### config.mk
export PLATFORM = sky130hd
export DESIGN_NAME = axis_conv_input_slice
export DESIGN_NICKNAME = d
export VERILOG_FILES = /design/src/rtl/axis_conv_input_slice.sv
export SDC_FILE = /design/constraint.sdc
export NUM_CORES = 1
export LEC_CHECK = 0
export BUFFER_PORTS_ARGS = -buffer_cell sky130_fd_sc_hd__buf_4
export CORE_AREA = 2 2 322 324
export DETAILED_ROUTE_END_ITERATION = 16
export DIE_AREA = 0 0 324 326
export GPL_ROUTABILITY_DRIVEN = 0
export GPL_TIMING_DRIVEN = 0
export SYNTH_ARGS = -nofsm -noshare
export SYNTH_HDL_FRONTEND = slang
export SYNTH_SLANG_ARGS = --single-unit
### constraint.sdc
create_clock -name aclk -period 72.9 [get_ports aclk]
set_input_delay 10.935 -clock aclk [delete_from_list [all_inputs] [get_ports aclk]]
set_output_delay 10.935 -clock aclk [all_outputs]
set_load 0.03 [all_outputs]
### src/rtl/axis_conv_input_slice.sv
// Registered AXI-Stream slice (2-entry skid) in front of the conv engine, with kernel-config
// capture and per-frame beat counting. Define AXIS_CONV_SLICE_STALL_CNT_EN to add stall_cycles.
module axis_conv_input_slice #(
    parameter int UNITS               = 8,
    parameter int CORES               = 4,
    parameter int MEMBERS             = 8,
    parameter int WORD_WIDTH          = 8,
    parameter int TUSER_WIDTH_CONV_IN = 16,
    parameter int I_IS_CONFIG         = 9,
    parameter int I_KERNEL_W_1        = 11,
    parameter int BITS_KERNEL_W       = 2,
    parameter int I_KERNEL_H_1        = 2,
    parameter int BITS_KERNEL_H       = 2,
    parameter int BEAT_CNT_WIDTH      = 16
) (
    input  logic                                  aclk,
    input  logic                                  areset,
    output logic                                  s_axis_tready,
    input  logic                                  s_axis_tvalid,
    input  logic                                  s_axis_tlast,
    input  logic [TUSER_WIDTH_CONV_IN-1:0]        s_axis_tuser,
    input  logic [WORD_WIDTH*UNITS-1:0]           s_axis_pixels_1_tdata,
    input  logic [WORD_WIDTH*UNITS-1:0]           s_axis_pixels_2_tdata,
    input  logic [WORD_WIDTH*CORES*MEMBERS-1:0]   s_axis_weights_tdata,
    input  logic                                  m_axis_tready,
    output logic                                  m_axis_tvalid,
    output logic                                  m_axis_tlast,
    output logic [TUSER_WIDTH_CONV_IN-1:0]        m_axis_tuser,
    output logic [WORD_WIDTH*UNITS-1:0]           m_axis_pixels_1_tdata,
    output logic [WORD_WIDTH*UNITS-1:0]           m_axis_pixels_2_tdata,
    output logic [WORD_WIDTH*CORES*MEMBERS-1:0]   m_axis_weights_tdata,
    output logic [BITS_KERNEL_W-1:0]              cfg_kernel_w_1,
    output logic [BITS_KERNEL_H-1:0]              cfg_kernel_h_1,
    output logic                                  cfg_update,
    output logic                                  frame_done,
    output logic [BEAT_CNT_WIDTH-1:0]             frame_beats
`ifdef AXIS_CONV_SLICE_STALL_CNT_EN
    ,
    output logic [31:0]                           stall_cycles
`endif
);

    localparam int PW = 1 + TUSER_WIDTH_CONV_IN + 2*WORD_WIDTH*UNITS + WORD_WIDTH*CORES*MEMBERS;
    localparam logic [BEAT_CNT_WIDTH-1:0] CNT_MAX = '1;

    typedef enum logic [1:0] {EMPTY, ONE, FULL} state_e;

    logic [PW-1:0] s_payload, main_q, main_d, skid_q, skid_d;
    logic          main_vld_q, main_vld_d, skid_vld_q, skid_vld_d, s_rdy_q;
    logic          s_fire, m_fire;
    state_e        state;

    assign s_payload = {s_axis_tlast, s_axis_tuser, s_axis_pixels_1_tdata,
                        s_axis_pixels_2_tdata, s_axis_weights_tdata};
    assign {m_axis_tlast, m_axis_tuser, m_axis_pixels_1_tdata,
            m_axis_pixels_2_tdata, m_axis_weights_tdata} = main_q;

    assign s_axis_tready = s_rdy_q;
    assign m_axis_tvalid = main_vld_q;
    assign s_fire        = s_axis_tvalid && s_rdy_q;
    assign m_fire        = main_vld_q && m_axis_tready;

    always_comb begin
        if (!main_vld_q)      state = EMPTY;
        else if (!skid_vld_q) state = ONE;
        else                  state = FULL;
    end

    always_comb begin
        main_vld_d = main_vld_q;
        skid_vld_d = skid_vld_q;
        main_d     = main_q;
        skid_d     = skid_q;
        unique case (state)
            EMPTY: begin
                if (s_fire) begin
                    main_d     = s_payload;
                    main_vld_d = 1'b1;
                end
            end
            ONE: begin
                if (s_fire && m_fire) begin
                    main_d = s_payload;
                end else if (s_fire) begin
                    skid_d     = s_payload;
                    skid_vld_d = 1'b1;
                end else if (m_fire) begin
                    main_vld_d = 1'b0;
                end
            end
            FULL: begin
                // s_axis_tready is low here, so only the drain side can move
                if (m_fire) begin
                    main_d     = skid_q;
                    skid_vld_d = 1'b0;
                end
            end
            default: ;
        endcase
    end

    always_ff @(posedge aclk) begin
        if (areset) begin
            main_vld_q <= 1'b0;
            skid_vld_q <= 1'b0;
            s_rdy_q    <= 1'b0;
        end else begin
            main_vld_q <= main_vld_d;
            skid_vld_q <= skid_vld_d;
            s_rdy_q    <= !skid_vld_d;
        end
    end

    always_ff @(posedge aclk) begin
        main_q <= main_d;
        skid_q <= skid_d;
    end

    logic [BITS_KERNEL_W-1:0]  kw_q;
    logic [BITS_KERNEL_H-1:0]  kh_q;
    logic                      cfg_upd_q, fdone_q;
    logic [BEAT_CNT_WIDTH-1:0] cnt_q, fbeats_q, cnt_inc;

    assign cnt_inc = (cnt_q == CNT_MAX) ? cnt_q : cnt_q + 1'b1;

    always_ff @(posedge aclk) begin
        if (areset) begin
            kw_q      <= '0;
            kh_q      <= '0;
            cfg_upd_q <= 1'b0;
            fdone_q   <= 1'b0;
            cnt_q     <= '0;
            fbeats_q  <= '0;
        end else begin
            cfg_upd_q <= 1'b0;
            fdone_q   <= 1'b0;
            if (m_fire && m_axis_tuser[I_IS_CONFIG]) begin
                kw_q      <= m_axis_tuser[I_KERNEL_W_1 +: BITS_KERNEL_W];
                kh_q      <= m_axis_tuser[I_KERNEL_H_1 +: BITS_KERNEL_H];
                cfg_upd_q <= 1'b1;
            end
            if (m_fire) begin
                if (m_axis_tlast) begin
                    fbeats_q <= cnt_inc;
                    cnt_q    <= '0;
                    fdone_q  <= 1'b1;
                end else begin
                    cnt_q <= cnt_inc;
                end
            end
        end
    end

    assign cfg_kernel_w_1 = kw_q;
    assign cfg_kernel_h_1 = kh_q;
    assign cfg_update     = cfg_upd_q;
    assign frame_done     = fdone_q;
    assign frame_beats    = fbeats_q;

`ifdef AXIS_CONV_SLICE_STALL_CNT_EN
    logic [31:0] stall_q;

    always_ff @(posedge aclk) begin
        if (areset) begin
            stall_q <= '0;
        end else if (main_vld_q && !m_axis_tready && stall_q != 32'hFFFF_FFFF) begin
            stall_q <= stall_q + 32'd1;
        end
    end

    assign stall_cycles = stall_q;
`endif

endmodule

; ---- Yosys cells after proc, flatten, opt, wreduce, memory -nomap -nowiden
; Cells that the tools add are included.
[totals]
reg_bits = 843
latchBits = 0
ram_bits = 0
rom_bits = 0
wordCells = 55
mem_count = 0
[op_classes]
add_sub_neg = 1
n_mul = 0
div_mod_pow = 0
order_cmp = 0
eq_ne = 9
shifts = 0
muxes = 19
bitwise = 2
n_reduce_logical = 13
[ops]
columns = operator, n
row1 = two-way mux 401 bit, 3
row2 = case mux 401 bit (3 select lines), 1
row3 = two-way mux 16 bit, 2
row4 = "adder 16 x 1 -> 16 bit, second input constant", 1
row5 = "equality test 16 bit, second input constant", 1
row6 = "!= test 2 bit, second input constant", 6
row7 = two-way mux 1 bit, 9
row8 = AND reduction 5 bit, 1
row9 = logical AND 1 bit, 4
row10 = two-way mux 2 bit, 2
row11 = case mux 1 bit (2 select lines), 2
row12 = AND reduction 4 bit, 1
row13 = AND reduction 3 bit, 1
row14 = nonzero test 3 bit, 1
row15 = "equality test 2 x 1 -> 1 bit, second input constant", 1
row16 = "equality test 2 bit, second input constant", 1
row17 = zero test 2 bit, 1
row18 = NOT 1 bit, 2
row19 = AND reduction 2 bit, 1
row20 = nonzero test 2 bit, 1
row21 = OR reduction 2 bit, 1
row22 = zero test 1 bit, 1

; ---- Logic depth before layout (Yosys ltp)
[depth]
word_depth = 5
depth_mapped = 6
ltp_nobuf = 5

; ---- Worst setup path before layout
; OpenSTA, ideal clock, no wires.
[synth_path]
path_kind = in2reg
from = input port s_axis_tvalid
to = register skid_q[0], enable pin
setup_ps = 1737
arrival_time_ps = 39983
required_ps = 71163
slack_ps = 31180
path_stages = 2
cell_sequence = nand2_1 nor3b_1
[synth_via]
elab_chain_cells = 4
[synth_lines]
columns = item, line
row1 = from (decl), 19  ; input logic s_axis_tvalid,
row2 = logical AND 1 bit (*), 60  ; assign s_fire = s_axis_tvalid && s_rdy_q;
row3 = logical AND 1 bit, 82  ; if (s_fire && m_fire) begin
row4 = NOT 1 bit (no line), --
row5 = AND reduction 3 bit (no line) (*), --
row6 = to (signal assigned), 116  ; skid_q <= skid_d;
row7 = to (decl), 48  ; logic [PW-1:0] s_payload, main_q, main_d, skid_q, skid_d;
; Mark *: on every way between the ends. The rest lies on a longest branch, timed or not.
; A chain may end at the register's enable or synchronous reset.

; ---- Final worst setup path
[layout_path]
from = input port m_axis_tready
to = register skid_q[109], enable pin
[layout_via]
elab_chain_cells = 4
[layout_lines]
columns = item, line
row1 = from (decl), 25  ; input logic m_axis_tready,
row2 = logical AND 1 bit, 61  ; assign m_fire = main_vld_q && m_axis_tready;
row3 = logical AND 1 bit, 82
row4 = NOT 1 bit (no line), --
row5 = AND reduction 3 bit (no line), --
; No other way between the ends.

==> flow_summary.ini <==
[run_status]
status = completed

[clock_network]
h-tree-depth = 3
cts_resized = 0
max-clock-path-buffers = 3
clock-root-buffer = clkbuf_16
insertion_delay_ns = 0.66
ctsHoldBuffers = 0
clock_sink_count = 843
cts_buffers = 93
post_cts_buffers = 0
path_clk_slew_ns = 0.06
cts_tree = done

[global_routing]
grt_max_degree = 31
grt_pass1_wl_um = 123000
antenna_found_initial = 19
grt_pass1_vias = 18893
track_usage_pct = 15.5
grt_overflow = 0

[timing]
maxSlewViolCount = 0
skew_ns = 0.0168
hold_ws_ns = 0.463
rsz0062_at_grt = false
finalHoldViolCount = 0
tns_ns = 0
worst_pin_slew_ns = 0.961
finalCritPeriodShare_pct = 18.2
period_minus_slack_ns = 13.27
slew_headroom_pct = 36.0
fmax_mhz = 75.4
finalSetupViolCount = 0

[worst_setup_path]
critPathKind = in2reg
cp-start-kind = input port
cp.required_ns = 73.26
critPathMaxFanout = 13
critPathCaptureType = flop
crit_arrival_ns = 13.63

[worst_hold_path]
hp-class = reg2reg

[route]
wl_met1_um = 31800
drtPass1Iterations = 5
vias_per_cell = 4.48
antenna_left = 0
drt_wl_total_um = 85200
wl_met2_um = 42500
vias = 17644
drc = 0
drt_iter0_markers = 902
top_layer = met5
route.met3.wl_um = 7540
routedWlPerCell_um = 21.6

[logic_synthesis]
syn_inst = 1492
ys_seq_elements = 843
seq_area_frac_synth_pct = 80.7
yosys.cell_types.count = 50
synth-edff-count = 802
syn-cell-area_um2 = 30900
ys_async_sr_fraction_pct = 0
ys.flop_type = edfxtp_1
syn-mean-instance-area_um2 = 20.7
synth_nets = 1898
ys_warn_count = 0

[finish]
nNetsFinal = 2877
final_util_pct = 41.7
fin_area_um2 = 42800
drive_gt1_share_pct = 58.5
area_growth_pct = 38.6
nFillCells = 9143

[place]
port_buffers = 829
dp_hpwl_um = 63300
postPlaceCellArea_um2 = 39600

[flow_run]
maxCapViolations = 0

[floorplanning]
die_h_um = 326
die_w_um = 324
core.rowCount = 118
ioPinCount = 830
core_area_um2 = 103000
die-area_um2 = 106000
start_util_pct = 30.1

[power]
pwr_density_cell_nw_per_um2 = 26.1
ir_drop_mv = 0.0177
total_power_uw = 1110
p_leak_uw = 0.0157
## layout by cell type (no fill, tap or decap), types with 14 or more instances in the layout
master     count
a21oi_1       15
clkinv_1      18
a31oi_1       14
buf_4        833
buf_6         34
clkinv_2      25
mux2_2       401
dfxtp_1       41
nand2_1       25
edfxtp_1     802
clkbuf_16     94
clkbuf_1      24
o21ai_0       20
buf_2         41
## layout make-up
class / instances / area (um^2) / area share [%]
flip-flops and latches: 843 / 24900 / 58.3
diodes: 10 / 25.0 / 0.0585
repair buffers: 884 / 7020 / 16.4
clock inverters: 68 / 679 / 1.59
well taps: 1380 / 1730 / 4.04
plain buffers: 64 / 308 / 0.720
clock buffers: 106 / 2430 / 5.68
multi-input cells: 577 / 5630 / 13.2
inverters: 8 / 30.0 / 0.0702
## cells in the mapped netlist, drive strengths merged (2+ instances only)
cell     count  area share, %
o21ai       20           0.32
o21bai       2          0.049
a21oi       16           0.26
mux2i        3          0.097
a31o         4           0.11
o311ai       2          0.057
buf         48           0.80
clkbuf      16           0.20
nand3       12           0.21
and4         5           0.14
nand4        9           0.22
a211oi       4          0.097
or3          2          0.057
or4          4          0.097
inv          8          0.097
xnor2        5           0.14
dfxtp       41            2.7
and3         3          0.061
a2111oi      2          0.077
nand3b       2          0.049
nor4         6           0.16
a211o        3          0.085
nor2        12           0.15
nor2b        2          0.041
nor3         7           0.11
nand2       25           0.30
edfxtp     802             78
mux2       401             15
a31oi       14           0.28
## cell families (layout without fill, tap and decap cells)
group	Yosys count	after routing	share of synthesized area, %
flops	843	843	80.7
mux	404	404	14.7
fa+ha+maj	1	1	0.0405
buf+inv	72	1130	1.09
compound gates	76	76	1.63
xor+xnor	5	5	0.142
simple gates	91	91	1.65
other cells	0	10	0
## critical path: stages
cell	delay, ns
buf_4	0.14
nor2b_1	0.24
nor3b_2	0.72
buf_6	0.25
buf_6	0.18
buf_6	0.18
buf_6	0.17
buf_6	0.19
buf_6	0.20
buf_6	0.18
buf_6	0.19
## sequential cells by signal, indices dropped and copies added, names as in the netlist, named ones only
name / flops
skid_q: 401
cfg_kernel_h_1: 2
cnt_q: 16
frame_done: 1
m_axis_tvalid: 1
s_axis_tready: 1
main_q: 401
frame_beats: 16
cfg_update: 1
cfg_kernel_w_1: 2
## where the power goes
part / switching, uW / internal, uW
registers: 4.13 / 546
logic: 47.7 / 38.5
clock network: 201 / 277
## routing by layer
| layer | GRT usage, % | vias to the layer above |
|---|---|---|
| met5 | 0 | - |
| met1 | 17.6 | 8824 |
| met3 | 5.38 | 176 |
| li1 | - | 7923 |
| met4 | 7.26 | 12 |
| met2 | 26.2 | 709 |
## path summary, 6_finish.rpt
check                              start                          end  slack, ns  depth (start not counted)
min          frame_beats[7]$_SDFFE_PP0P_  frame_beats[7]$_SDFFE_PP0P_       0.46                          2
max                        m_axis_tready        skid_q[109]$_DFFE_PP_      59.63                         11
max reg2reg   m_axis_tvalid$_SDFFE_PP0P_        main_q[103]$_DFFE_PP_      68.37                         11
min reg2reg  frame_beats[7]$_SDFFE_PP0P_  frame_beats[7]$_SDFFE_PP0P_       0.46                          2
## metrics by stage
stage / cells / worst slack, ns
after floorplan: 1492 / 31.18
after global placement: 3701 / 15.05
after detailed placement: 3756 / 58.98
after CTS: 3930 / 59.72
after global routing: 3940 / 59.52
final: 3940 / 59.63
No activity file was read; power rests on OpenSTA's default activity.
